**config.mk**
```make
export PLATFORM = sky130hd
export DESIGN_NAME = serial_tx_piso
export DESIGN_NICKNAME = d
export VERILOG_FILES = /design/src/rtl/serial_tx_piso.sv
export SDC_FILE = /design/constraint.sdc
export NUM_CORES = 1
export LEC_CHECK = 0
export CORE_AREA = 2 2 59 61
export CTS_CLUSTER_DIAMETER = 100
export CTS_CLUSTER_SIZE = 20
export DETAILED_ROUTE_END_ITERATION = 12
export DIE_AREA = 0 0 61 63
export SLEW_MARGIN = 0
export SYNTH_ARGS = -nofsm -noshare
export SYNTH_HDL_FRONTEND = slang
export SYNTH_SLANG_ARGS = --single-unit
```
**constraint.sdc**
```tcl
create_clock -name clk -period 2.1 [get_ports clk]
set_input_delay 0.315 -clock clk [delete_from_list [all_inputs] [get_ports clk]]
set_output_delay 0.315 -clock clk [all_outputs]
set_load 0.03 [all_outputs]
```
**src/rtl/serial_tx_piso.sv**
```systemverilog
// -----------------------------------------------------------------------------
// serial_tx_piso
// Parallel-in / serial-out framed transmitter. A word accepted via the
// load_valid/load_ready handshake is sent on tx_out as one frame: a start bit
// (0), the data bits LSB first, then a stop bit (1). Each bit is held for
// BIT_CYCLES clocks. The line idles high.
//
// Ports
//   clk         in   1      single clock, posedge
//   rstn        in   1      asynchronous active-low reset
//   data_in     in   WIDTH  word to send, sampled only on an accepted handshake
//   load_valid  in   1      producer offers a word
//   load_ready  out  1      high while idle (decoded from state)
//   tx_out      out  1      registered serial line, 1 when idle
//   busy        out  1      registered, 1 while a frame is on the line
//   done        out  1      registered one-cycle pulse when a frame finishes
// -----------------------------------------------------------------------------
module serial_tx_piso #(
  parameter int WIDTH      = 8,
  parameter int BIT_CYCLES = 1
) (
  input  logic             clk,
  input  logic             rstn,
  input  logic [WIDTH-1:0] data_in,
  input  logic             load_valid,
  output logic             load_ready,
  output logic             tx_out,
  output logic             busy,
  output logic             done
);

  localparam int CW = $clog2(BIT_CYCLES + 1);
  localparam int BW = $clog2(WIDTH + 1);

  localparam logic [CW-1:0] CYC_ZERO = {CW{1'b0}};
  localparam logic [CW-1:0] CYC_ONE  = CW'(1);
  localparam logic [CW-1:0] CYC_LAST = CW'(BIT_CYCLES - 1);
  localparam logic [BW-1:0] BIT_ZERO = {BW{1'b0}};
  localparam logic [BW-1:0] BIT_ONE  = BW'(1);
  localparam logic [BW-1:0] BIT_LAST = BW'(WIDTH - 1);

  typedef enum logic [1:0] {
    S_IDLE  = 2'd0,
    S_START = 2'd1,
    S_DATA  = 2'd2,
    S_STOP  = 2'd3
  } state_t;

  state_t           state_q, state_d;
  logic [WIDTH-1:0] shift_q, shift_d;
  logic [CW-1:0]    cyc_q,   cyc_d;
  logic [BW-1:0]    bit_q,   bit_d;
  logic             tx_q,    tx_d;
  logic             busy_q,  busy_d;
  logic             done_q,  done_d;

  logic             bit_end;
  logic [WIDTH-1:0] shift_next;

  // The current serial bit has been held for its full BIT_CYCLES clocks.
  assign bit_end    = (cyc_q == CYC_LAST);
  assign shift_next = shift_q >> 1'b1;

  // Next-state and next-output logic for the framing FSM.
  always_comb begin
    state_d = state_q;
    shift_d = shift_q;
    cyc_d   = cyc_q;
    bit_d   = bit_q;
    tx_d    = tx_q;
    busy_d  = busy_q;
    done_d  = 1'b0;

    case (state_q)
      S_IDLE: begin
        // Only an idle transmitter looks at load_valid, so an unknown
        // load_valid during a frame cannot disturb it.
        if (load_valid) begin
          shift_d = data_in;
          state_d = S_START;
          tx_d    = 1'b0;
          busy_d  = 1'b1;
          cyc_d   = CYC_ZERO;
        end else begin
          tx_d    = 1'b1;
          busy_d  = 1'b0;
        end
      end

      S_START: begin
        if (bit_end) begin
          state_d = S_DATA;
          tx_d    = shift_q[0];
          bit_d   = BIT_ZERO;
          cyc_d   = CYC_ZERO;
        end else begin
          cyc_d   = cyc_q + CYC_ONE;
        end
      end

      S_DATA: begin
        if (bit_end) begin
          cyc_d = CYC_ZERO;
          if (bit_q == BIT_LAST) begin
            state_d = S_STOP;
            tx_d    = 1'b1;
          end else begin
            // Present the next LSB on the line as the register shifts.
            shift_d = shift_next;
            tx_d    = shift_next[0];
            bit_d   = bit_q + BIT_ONE;
          end
        end else begin
          cyc_d = cyc_q + CYC_ONE;
        end
      end

      S_STOP: begin
        if (bit_end) begin
          state_d = S_IDLE;
          busy_d  = 1'b0;
          done_d  = 1'b1;
          cyc_d   = CYC_ZERO;
        end else begin
          cyc_d   = cyc_q + CYC_ONE;
        end
      end

      default: begin
        state_d = S_IDLE;
        tx_d    = 1'b1;
        busy_d  = 1'b0;
        cyc_d   = CYC_ZERO;
        bit_d   = BIT_ZERO;
      end
    endcase
  end

  // State and output registers; reset aborts any frame and releases the line high.
  always_ff @(posedge clk or negedge rstn) begin
    if (!rstn) begin
      state_q <= S_IDLE;
      shift_q <= {WIDTH{1'b0}};
      cyc_q   <= CYC_ZERO;
      bit_q   <= BIT_ZERO;
      tx_q    <= 1'b1;
      busy_q  <= 1'b0;
      done_q  <= 1'b0;
    end else begin
      state_q <= state_d;
      shift_q <= shift_d;
      cyc_q   <= cyc_d;
      bit_q   <= bit_d;
      tx_q    <= tx_d;
      busy_q  <= busy_d;
      done_q  <= done_d;
    end
  end

  assign load_ready = (state_q == S_IDLE);
  assign tx_out     = tx_q;
  assign busy       = busy_q;
  assign done       = done_q;

endmodule

```
==> flow_summary.yaml <==
outcome:
  status: "finished clean"
timing:
  final.setup_skew_ns: 0.00235
  finalSetupViolations: 0
  hold_violations: 0
  tightest_slew_ns: 0.473
  timing.setup.tns_ns: 0
  final.period_utilization: 0.936
  max_slew_margin: 0.684
  drv_slew: 0
  max_clock_freq_mhz: 508
  min_period_ns: 1.97
  rsz0062_at_grt: "false"
setup_path:
  crit_required_ns: 2.28
  crit_type: "register to register"
  ff2ff_setup_slack_ns: 0.13
  crit_path_start_kind: "register"
  arrival_ns: 2.14
  path_delay_family: "compound AO/OA/AOI/OAI gates"
  end_kind: "register"
  cpMaxStageDelayCell: "a211oi_4"
  worstPathMaxFanout: 8
  path_buf_inv: 0
  critical-path-max-stage-delay_ns: 0.50
  path_cells: "ha_1, and3b_1, a211oi_4, mux2_2"
floorplan:
  design.core.area_sq_mm: 0.00323
  die_h_um: 63
  dieArea_sq_mm: 0.00384
  dieWidth_um: 61
  row_count: 21
  initial_core_util: 0.284
  io_pins: 15
clock_tree:
  cts_hold_buf: 0
  clock_latency_ns: 0.28
  clock_path_buffers: 2
  clock-sinks: 17
  clkSlewWorstSetupHoldPaths_ns: 0.09
  cts_buffers: 3
  postCtsResizedCells: 0
  cts.htree.levels: 1
  post-cts-setup-buffer-count: 0
  cts-root-buf: "clkbuf_4"
  cts_tree: "yes"
drt:
  drc: 0
  dr.pass1.iters: 3
  antenna_left: 0
  drt-initial-drc-count: 13
  vias: 610
  vias_per_cell: 4.30
  post_drt_wl_per_cell_um: 11.6
  wirelength_um: 1650
pwr:
  power_density_mw_per_mm2: 1500
  ir_drop_v: 0.000335
  p_leak_uw: 0.000508
finish:
  multi_input_area_sq_um: 462
  drive_gt1_frac: 0.250
  antenna_cells: 0
  fin_nets: 115
  seq_area_sq_um: 427
  area_delta_synth_final_pct: 26.5
  n_fill_cell: 340
  final_core_util: 0.359
synth:
  synth-main-ff-cell: "dfrtp_1"
  yosys-top-cells-area: "dfrtp_1 44%, mux2_2 18%, ha_1 9.5%"
  syn-num-nets: 95
  yosysMostFrequentCell: "dfrtp_1"
  yosysTopAreaCellShare: 0.437
  synth_area_leader_cell: "dfrtp_1"
  ys_top_cells_by_count: "16 x dfrtp_1, 15 x mux2_2, 7 x ha_1"
  ys_seq_area_frac: 0.465
  ys_ff_latch: 17
  synth.yosys.warnings: 0
  yosysUniqueCellTypes: 23
  synthCells: 77
  netlist_area_sq_um: 917
  post_synth.cell_area_avg_sq_um: 11.9
  async_flop_share: 1.00
  synth_edf_count: 0
global_route:
  grt_pass1_wl_um: 2910
  overflow: 0
  grt.total_usage: 0.0991
  grt_pass1_vias: 684
  antenna_found_initial: 0
  grt_max_degree: 18
flow_run:
  drv_cap: 0
placement:
  place.gp.congestion: 0.715
  io_buffers: 14
  dp_hpwl_um: 1290
min_path:
  min_path_type: "primary input to asynchronous set/reset pin"
-- flip-flops by register name, summed over array words and instances, names as in the netlist --
| register | count |
|---|---|
| bit_q | 4 |
| busy | 1 |
| done | 1 |
| shift_q | 8 |
| state_q | 2 |
| tx_out | 1 |
-- cell type report --
cell class | instances | area share
tap | 46 | 0.0496
inverter | 4 | 0.0129
clock buffer | 4 | 0.0227
multi-input combinational | 53 | 0.398
sequential | 17 | 0.368
timing repair buffer | 18 | 0.149
-- cells in the final DEF, fill, tap and decap left out, drive strengths merged, types with 2 or more instances in the layout --
| master | n |
|---|---|
| buf | 4 |
| dfrtp | 16 |
| a21oi | 3 |
| nand4 | 2 |
| nor2b | 2 |
| inv | 4 |
| nor2 | 4 |
| clkbuf | 4 |
| o21ai | 4 |
| clkdlybuf4s50 | 13 |
| mux2i | 3 |
| mux2 | 15 |
| a211oi | 2 |
| nand2 | 2 |
| ha | 7 |
| nand3 | 3 |
-- kinds of logic after synthesis --
kind of cell	Yosys count	share of synthesized area
compound gates	11	0.0887
xor+xnor	1	0.00955
fa+ha+maj	7	0.0955
buf+inv	7	0.0314
flops	17	0.465
mux	18	0.217
simple gates	16	0.0928
-- layer usage --
layer,up-vias,GRT usage,part of all wire
met5,-,0,0
met4,0,0.0598,0.016
met3,2,0.0124,0.028
met2,8,0.148,0.49
met1,292,0.133,0.47
li1,308,-,-
-- through the flow --
stage / worst slack (ns) / cells / area, sq um / hold WS [ns] / total power (uW)
floorplan: 0.252 / 77 / 917 / 0.0194 / 1320
global placement: 0.219 / 138 / 1130 / 0.474 / 1570
global route: 0.0336 / 142 / 1160 / 0.352 / 1890
finish: 0.133 / 142 / 1160 / 0.345 / 1740
CTS: 0.0214 / 142 / 1160 / 0.350 / 1770
detailed placement: 0.155 / 138 / 1130 / 0.487 / 1590
-- report_power, final --
part | total, uW | leakage [uW] | switching [uW] | internal [uW]
clock network | 170 | 0.0000150 | 96.5 | 73.7
logic | 966 | 0.000286 | 458 | 508
registers | 607 | 0.000207 | 108 | 499
-- worst paths after layout --
check,end,depth (start not counted),from
max,shift_q[3],4,bit_q[0]
min in group clk,busy,2,busy
max in group asynchronous,tx_out,2,rstn
min reg2reg,busy,2,busy
min,bit_q[0],2,rstn
max reg2reg,shift_q[3],4,bit_q[0]
(Power assumes the default switching activity.)
